**config.mk**
```make
export PLATFORM = sky130hd
export DESIGN_NAME = instr_sequencer
export DESIGN_NICKNAME = d
export VERILOG_FILES = /design/src/rtl/tetris_pkg.sv /design/src/rtl/instr_sequencer.sv
export SDC_FILE = /design/constraint.sdc
export NUM_CORES = 1
export LEC_CHECK = 0
export ABC_AREA = 1
export CAP_MARGIN = 25
export CORE_ASPECT_RATIO = 0.8
export CORE_UTILIZATION = 30
export CTS_CLUSTER_DIAMETER = 30
export CTS_CLUSTER_SIZE = 20
export DETAILED_ROUTE_END_ITERATION = 16
export GPL_TIMING_DRIVEN = 1
export PLACE_DENSITY_LB_ADDON = 0.1
export SYNTH_ARGS = -nofsm -noshare
export SYNTH_HDL_FRONTEND = slang
export SYNTH_SLANG_ARGS = --single-unit
```
**constraint.sdc**
```tcl
create_clock -name clk -period 4.6 [get_ports clk]
set_input_delay 1.38 -clock clk [delete_from_list [all_inputs] [get_ports clk]]
set_output_delay 1.38 -clock clk [all_outputs]
set_load 0.005 [all_outputs]
```
**src/rtl/tetris_pkg.sv**
```systemverilog
// Shared definitions for the scripted command source: opcodes, sequencer
// states and helpers that split a ROM word into opcode and operand.
package tetris_pkg;

    localparam int unsigned OP_NOP  = 32'h00;
    localparam int unsigned OP_EMIT = 32'h01;
    localparam int unsigned OP_WAIT = 32'h02;
    localparam int unsigned OP_JUMP = 32'h03;
    localparam int unsigned OP_HALT = 32'h04;

    typedef enum logic [2:0] {
        IDLE,
        FETCH,
        EXEC,
        EMIT,
        WAIT,
        HALT
    } seq_state_t;

    // Words are passed zero-extended to 64 bits so one helper serves any WIDTH.
    function automatic logic [31:0] opcode_of(input logic [63:0] word, input int w);
        logic [63:0] mask;
        mask = (64'd1 << w) - 64'd1;
        return 32'((word >> w) & mask);
    endfunction

    function automatic logic [31:0] operand_of(input logic [63:0] word, input int w);
        logic [63:0] mask;
        mask = (64'd1 << w) - 64'd1;
        return 32'(word & mask);
    endfunction

endpackage

```
**src/rtl/instr_sequencer.sv**
```systemverilog
// Read-side master for the instructions ROM: fetches, decodes and executes
// NOP/EMIT/WAIT/JUMP/HALT, offering EMIT payloads over a valid/ready handshake.
module instr_sequencer
    import tetris_pkg::*;
#(
    parameter int WIDTH               = 8,
    parameter int INSTRACTION_NUMBERS = 4
) (
    input  logic                 clk,
    input  logic                 rst,
    input  logic                 start,
    input  logic                 tick,
    output logic [WIDTH-1:0]     curr_command,
    input  logic [2*WIDTH-1:0]   rom_data,
    output logic                 cmd_valid,
    output logic [WIDTH-1:0]     cmd_data,
    input  logic                 cmd_ready,
    output logic                 busy,
    output logic                 halted,
    output logic                 illegal
);

    localparam logic [WIDTH-1:0] PC_LAST = WIDTH'(INSTRACTION_NUMBERS - 1);

    seq_state_t           state, state_nxt;
    logic [WIDTH-1:0]     pc, pc_nxt;
    logic [2*WIDTH-1:0]   instr_reg, instr_nxt;
    logic [WIDTH-1:0]     wait_cnt, wait_nxt;
    logic                 cmd_valid_nxt;
    logic [WIDTH-1:0]     cmd_data_nxt;
    logic                 illegal_nxt;
    logic [WIDTH-1:0]     opcode;
    logic [WIDTH-1:0]     operand;

    // The program counter wraps inside the ROM so it can never address past it.
    function automatic logic [WIDTH-1:0] next_pc(input logic [WIDTH-1:0] p);
        return (p == PC_LAST) ? '0 : p + WIDTH'(1);
    endfunction

    assign opcode  = WIDTH'(opcode_of(64'(instr_reg), WIDTH));
    assign operand = WIDTH'(operand_of(64'(instr_reg), WIDTH));

    always_ff @(posedge clk or posedge rst) begin
        if (rst) begin
            state     <= IDLE;
            pc        <= '0;
            instr_reg <= '0;
            wait_cnt  <= '0;
            cmd_valid <= 1'b0;
            cmd_data  <= '0;
            illegal   <= 1'b0;
        end else begin
            state     <= state_nxt;
            pc        <= pc_nxt;
            instr_reg <= instr_nxt;
            wait_cnt  <= wait_nxt;
            cmd_valid <= cmd_valid_nxt;
            cmd_data  <= cmd_data_nxt;
            illegal   <= illegal_nxt;
        end
    end

    always_comb begin
        state_nxt     = state;
        pc_nxt        = pc;
        instr_nxt     = instr_reg;
        wait_nxt      = wait_cnt;
        cmd_valid_nxt = cmd_valid;
        cmd_data_nxt  = cmd_data;
        illegal_nxt   = illegal;

        case (state)
            IDLE, HALT: begin
                if (start) begin
                    state_nxt   = FETCH;
                    pc_nxt      = '0;
                    illegal_nxt = 1'b0;
                end
            end
            FETCH: begin
                instr_nxt = rom_data;
                state_nxt = EXEC;
            end
            EXEC: begin
                case (32'(opcode))
                    OP_NOP: begin
                        pc_nxt    = next_pc(pc);
                        state_nxt = FETCH;
                    end
                    OP_EMIT: begin
                        // Registered here so valid and payload appear together on EMIT entry.
                        cmd_valid_nxt = 1'b1;
                        cmd_data_nxt  = operand;
                        state_nxt     = EMIT;
                    end
                    OP_WAIT: begin
                        if (operand == '0) begin
                            pc_nxt    = next_pc(pc);
                            state_nxt = FETCH;
                        end else begin
                            wait_nxt  = operand;
                            state_nxt = WAIT;
                        end
                    end
                    OP_JUMP: begin
                        if (32'(operand) < 32'(INSTRACTION_NUMBERS)) begin
                            pc_nxt = operand;
                        end else begin
                            pc_nxt      = '0;
                            illegal_nxt = 1'b1;
                        end
                        state_nxt = FETCH;
                    end
                    OP_HALT: begin
                        state_nxt = HALT;
                    end
                    default: begin
                        pc_nxt      = next_pc(pc);
                        illegal_nxt = 1'b1;
                        state_nxt   = FETCH;
                    end
                endcase
            end
            EMIT: begin
                if (cmd_ready) begin
                    cmd_valid_nxt = 1'b0;
                    pc_nxt        = next_pc(pc);
                    state_nxt     = FETCH;
                end
            end
            WAIT: begin
                // Only ticks seen in this state count towards the delay.
                if (tick) begin
                    wait_nxt = wait_cnt - WIDTH'(1);
                    if (wait_cnt == WIDTH'(1)) begin
                        pc_nxt    = next_pc(pc);
                        state_nxt = FETCH;
                    end
                end
            end
            default: begin
                state_nxt = IDLE;
            end
        endcase
    end

    assign curr_command = pc;
    assign busy         = (state != IDLE) && (state != HALT);
    assign halted       = (state == HALT);

endmodule

```
After elaboration in Yosys (flattened, before gate mapping)

Index checks and enable logic that the tools add are counted.

Bitwise operators: 0
Multiplexer cells: 27
Multiply operators: 0
Reductions and logical operators: 18
Order comparisons: 1
Shift operators: 0
Eq/ne operators: 23
Div/mod/pow operators: 0
$add $sub $neg: 2

Operators by type and width:

| operator              | count |
|---|---|
| $mux W8               | 10 |
| $pmux W8 S4           | 1 |
| $eq A8 B2 Y1 const B  | 3 |
| $pmux W8 S3           | 1 |
| $eq A8 B1 Y1 const B  | 2 |
| $logic_not A8 Y1      | 2 |
| $pmux W8 S2           | 1 |
| $mux W3               | 5 |
| $pmux W3 S5           | 1 |
| $ne A2 B2 Y1 const B  | 7 |
| $reduce_and A4 Y1     | 3 |
| $ne A3 B3 Y1 const B  | 3 |
| $pmux W3 S3           | 1 |
| $add A8 B1 Y8 const B | 1 |
| $eq A8 B3 Y1 const B  | 1 |
| $lt A8 B3 Y1 const B  | 1 |
| $sub A8 B1 Y8 const B | 1 |
| $reduce_and A7 Y1     | 1 |
| $eq A3 B2 Y1 const B  | 2 |
| $eq A3 B3 Y1 const B  | 2 |
| $pmux W1 S2           | 3 |
| $reduce_bool A2 Y1    | 3 |
| $mux W1               | 4 |
| $ne A2 B1 Y1 const B  | 2 |
| 9 further kinds       | 10 |

Memories kept: 0
Input bits: 21
Latch bits: 0
Bits in registers: 45
Output and inout port bits: 20
RAM bits: 0
Bits in read-only memories: 0

Logic depth before layout (Yosys ltp)

Depth in word-level cells: 5
Depth in mapped cells: 10
Gate-level depth less buffers: 10

Worst setup path before layout

No wires, ideal clock.

Kind: register -> output
From: register state[0]
To: output port busy
Cell stages (with the launch flop): 5
Arrival time: 0.773 ns
Setup slack: 2.447 ns
Cell sequence: dfrtp_1 nor2_2 nand2_1 nand2_2 inv_2

Word-level cells in the longest chain between the ends: 2
Elaborated cells on any way between the ends: 3
Classes of those cells: eq/ne (1); reduce/logical (2)

RTL lines:

| what                                               | line                   | source |
|---|---|---|
| from (decl)                                        | instr_sequencer.sv:25  | `seq_state_t state, state_nxt;` |
| from (signal assigned)                             | instr_sequencer.sv:53  | `state <= state_nxt;` |
| $ne A3 B3 Y1 or $reduce_bool A3 Y1 (tied branches) | instr_sequencer.sv:148 | `assign busy = (state != IDLE) && (state != HALT);` |
| $logic_and A1 B1 Y1 *                              | instr_sequencer.sv:148 |  |
| to (decl)                                          | instr_sequencer.sv:18  | `output logic busy,` |

Every way passes the cells marked *; elsewhere a longest branch is shown, timed or not.

Final worst setup path

Same ends and word-level chain as after synthesis.

==> key figures <==
Placement
  • Setup slack at placement: between 1500 and 2000 ps
  • Gp weighted congestion: 0.766
  • Port bufs: 40
  • HPWL after DPL: around 4800 um

Cells and area
  • Number of flip-flops under the largest register name: 16
  • N_diodes: 0
  • Filler cells: 932
  • Layout cell share with drive strength beyond 1: between 10% and 20%
  • Final net count: ~430
  • Sequential Area: approximately 0.0011 mm2
  • Area delta synth->final: 23.4%
  • Area occupied by multi-input gates: approximately 0.0013 mm2

Timing
  • Final setup TNS: 0 ps
  • Fin. Hold Viols: 0
  • Final Critical Period: between 2000 and 3000 ps
  • Setup ws final: 1610 ps
  • Clock Skew: around 11 ps
  • Unrepaired setup endpoints after global routing: false
  • Worst rel slew slack: between 50 and 60%
  • Period utilization: around 65%
  • Final setup violating endpoints: 0
  • Fin. max-slew vios: 0
  • Worst-margin pin slew: 643 ps
  • Max Freq: between 300 and 400 MHz

Clocking
  • CTS Buffer Depth: 2
  • CTS Hold Buffers Added: 0
  • Post-CTS Setup Inserts: 0
  • Depth of the CTS H-tree: 2
  • Clock Pin Slew Worst Setup and Hold Paths: 100 ps
  • Total clock sinks: 45
  • CTS root buffer: clkbuf_8
  • CTS tree: done
  • Number of buffers created by CTS: 5
  • PostCTS Resize Cnt: 0
  • Clock Latency Late Sink: ~300 ps

Detailed routing
  • Pre-antenna DRT Iters: 4
  • Wire length per cell: between 10 and 15 um
  • Met1 wire length: approximately 3400 um
  • Initial drt markers: around 160
  • DRC: 0
  • Wire length on met2: roughly 2700 um
  • Via density per instance: roughly 4.6
  • ANT nets after route: 0
  • WL final: around 6400 um
  • Vias: 2,373
  • WL met3: roughly 230 um
  • Highest routed layer: met4

Pwr
  • Combinational Power Share: between 40% and 50%
  • Switching Power: roughly 630 uW
  • Switching share of power: 42.6%
  • Total power: 1.49 mW
  • Worst VDD drop: 0.166 mV
  • Power share of the clock group: 18.4%
  • Power Dens Cells: 450 mW/mm2
  • Internal: approximately 850 uW
  • Leakage power: between 1.5 and 2 nW
  • Sequential Power Share: 39.4%

Worst setup path
  • Crit path max-delay family: buffers and inverters
  • Setup crit start kind: flop
  • Critical path arrival: between 1500 and 2000 ps
  • Worst Setup Path Type: flop to output pin
  • Buf/Inv on CP: 2
  • Crit path max fanout: 6
  • Critical Path Slowest Stage Cell: dfrtp_1
  • Crit-path max cell delay: about 500 ps
  • Worst-path cell chain: nor2_2 > nand2_1 > nand2_2 > inv_2 > clkdlybuf4s50_1
  • Crit path required time: ~3200 ps
  • Crit. End Element: output pin

Synth
  • Largest family of logic cells by synthesized area: simple AND/OR/NAND/NOR gates
  • Yosys top cell by area: dfrtp_1
  • Synth top area cells: dfrtp_1 (42%), nand2_1 (15%), nand3_1 (6.0%)
  • Post-synth EDFFs: 0
  • Dominant synthesized flop cell: dfrtp_1
  • Number of synthesized register bits: 45
  • Adder-cell share of the synthesized area: between 1 and 1.5%
  • Most common cell in the netlist: nand2_1
  • XOR/XNOR share of the synthesized area: around 1.6%
  • Synth cell types: 32
  • Simple-gate share of the synthesized area: between 30% and 40%
  • Post-synth ARST share: between 90% and 100%
  • Share of the synthesized area in the top cell type: between 40% and 50%
  • Net count after synthesis: 389
  • Post-synth top cells: nand2_1 (110), dfrtp_1 (45), nor2_1 (42)
  • Avg Cell Area, Syn: ~7.3 um2
  • Post-synthesis mux area share: 0%
  • Synth Instances: 365
  • Seq/Total Area, Yosys: 42.1%
  • Yosys warning total: 0
  • Post-Syn Area: around 0.0027 mm2
  • Compound-gate portion of the synthesized area: 10.4%

Floorplanning
  • Total core area: between 0.008 and 0.009 mm2
  • Height of the die: 86.5 um
  • Placement row count: 30
  • I/O pins: 41
  • Initial core utilization: between 30% and 40%
  • Die area: 0.00930 mm2
  • Die width: 108 um

Global routing
  • Largest net degree at the start of global routing: 34
  • Initial antenna violation count: 0
  • Tot GR Track Use: 15.6%
  • Number of global-route vias before repair: between 2k and 2.5k
  • First-pass GRT wire length: around 11,000 um
  • Remaining Overflow, GRT: 0

Run status
  • Status: complete, no violations

Worst hold path
  • Worst Hold Class: flop to flop

Job
  • Max-cap violations: 0
## cell families after synthesis
family          count (synthesis)
compound gates                 49
fa+ha+maj                       3
xor+xnor                        5
simple gates                  212
buf+inv                        51
flops                          45
## stage by stage
stage               instances  area, um2  hold slack, ps  utilization, %
floorplan                 365       2680             472               -
global placement          512       3180             475            37.2
detailed placement        512       3180             478            37.2
CTS                       520       3280             502            38.3
global route              521       3300             544            38.6
finish                    521       3300             491            38.6
## per-layer routing
layer,global-route usage [%],vias up
li1,-,1242
met1,23.2,1086
met2,23.5,40
met3,2.71,5
met4,3.36,0
met5,0,-
## area by class of cell
type | instances | share of cell area, %
clock inverter | 2 | 0.531
inverter | 44 | 5.00
timing repair buffer | 43 | 13.2
multi-input combinational | 269 | 40.4
clock buffer | 6 | 2.50
sequential | 45 | 34.1
tap | 112 | 4.25
## power groups by stage
| stage | Combinational [mW] | Sequential, mW | Clock (mW) |
|---|---|---|---|
| detailed placement | 0.633 | 0.594 | 0 |
| global route | 0.729 | 0.601 | 0.304 |
| CTS | 0.636 | 0.585 | 0.287 |
| floorplan | 0.463 | 0.570 | 0 |
| global placement | 0.634 | 0.591 | 0 |
| finish | 0.627 | 0.585 | 0.274 |
## layout by cell type (no fill, tap or decap), types with 4 or more instances in the layout
| cell | instances |
|---|---|
| o21ai_0 | 20 |
| nor2_1 | 42 |
| inv_1 | 38 |
| nand2_2 | 6 |
| clkdlybuf4s50_1 | 40 |
| clkbuf_8 | 6 |
| o21ai_2 | 6 |
| a21oi_1 | 18 |
| inv_2 | 5 |
| dfrtp_1 | 45 |
| nor2_2 | 4 |
| nand2_1 | 110 |
| nand3_1 | 32 |
| nand4_1 | 4 |
## worst reg2reg max path, stage by stage (launching register included)
cell     delay (ps)
dfrtp_1         480
nor3_4          580
a21oi_2         150
nor2_4          380
inv_1           130
nand2_1          80
nand2_1          50
## final timing paths
path / startpoint / endpoint / slack, ps / cells past startpoint
hold reg to reg: illegal$_DFFE_PP0P_ / illegal$_DFFE_PP0P_ / 490 / 2
min in group asynchronous: rst / cmd_data[7]$_DFFE_PP0P_ / 1240 / 2
hold / removal: illegal$_DFFE_PP0P_ / illegal$_DFFE_PP0P_ / 490 / 2
setup / recovery: state[0]$_DFFE_PP0P_ / busy / 1610 / 5
max in group asynchronous: rst / curr_command[3]$_DFFE_PP0P_ / 2690 / 4
setup reg to reg: state[0]$_DFFE_PP0P_ / wait_cnt[7]$_DFFE_PP0P_ / 2650 / 6
Power figures use the tool's default switching activity.
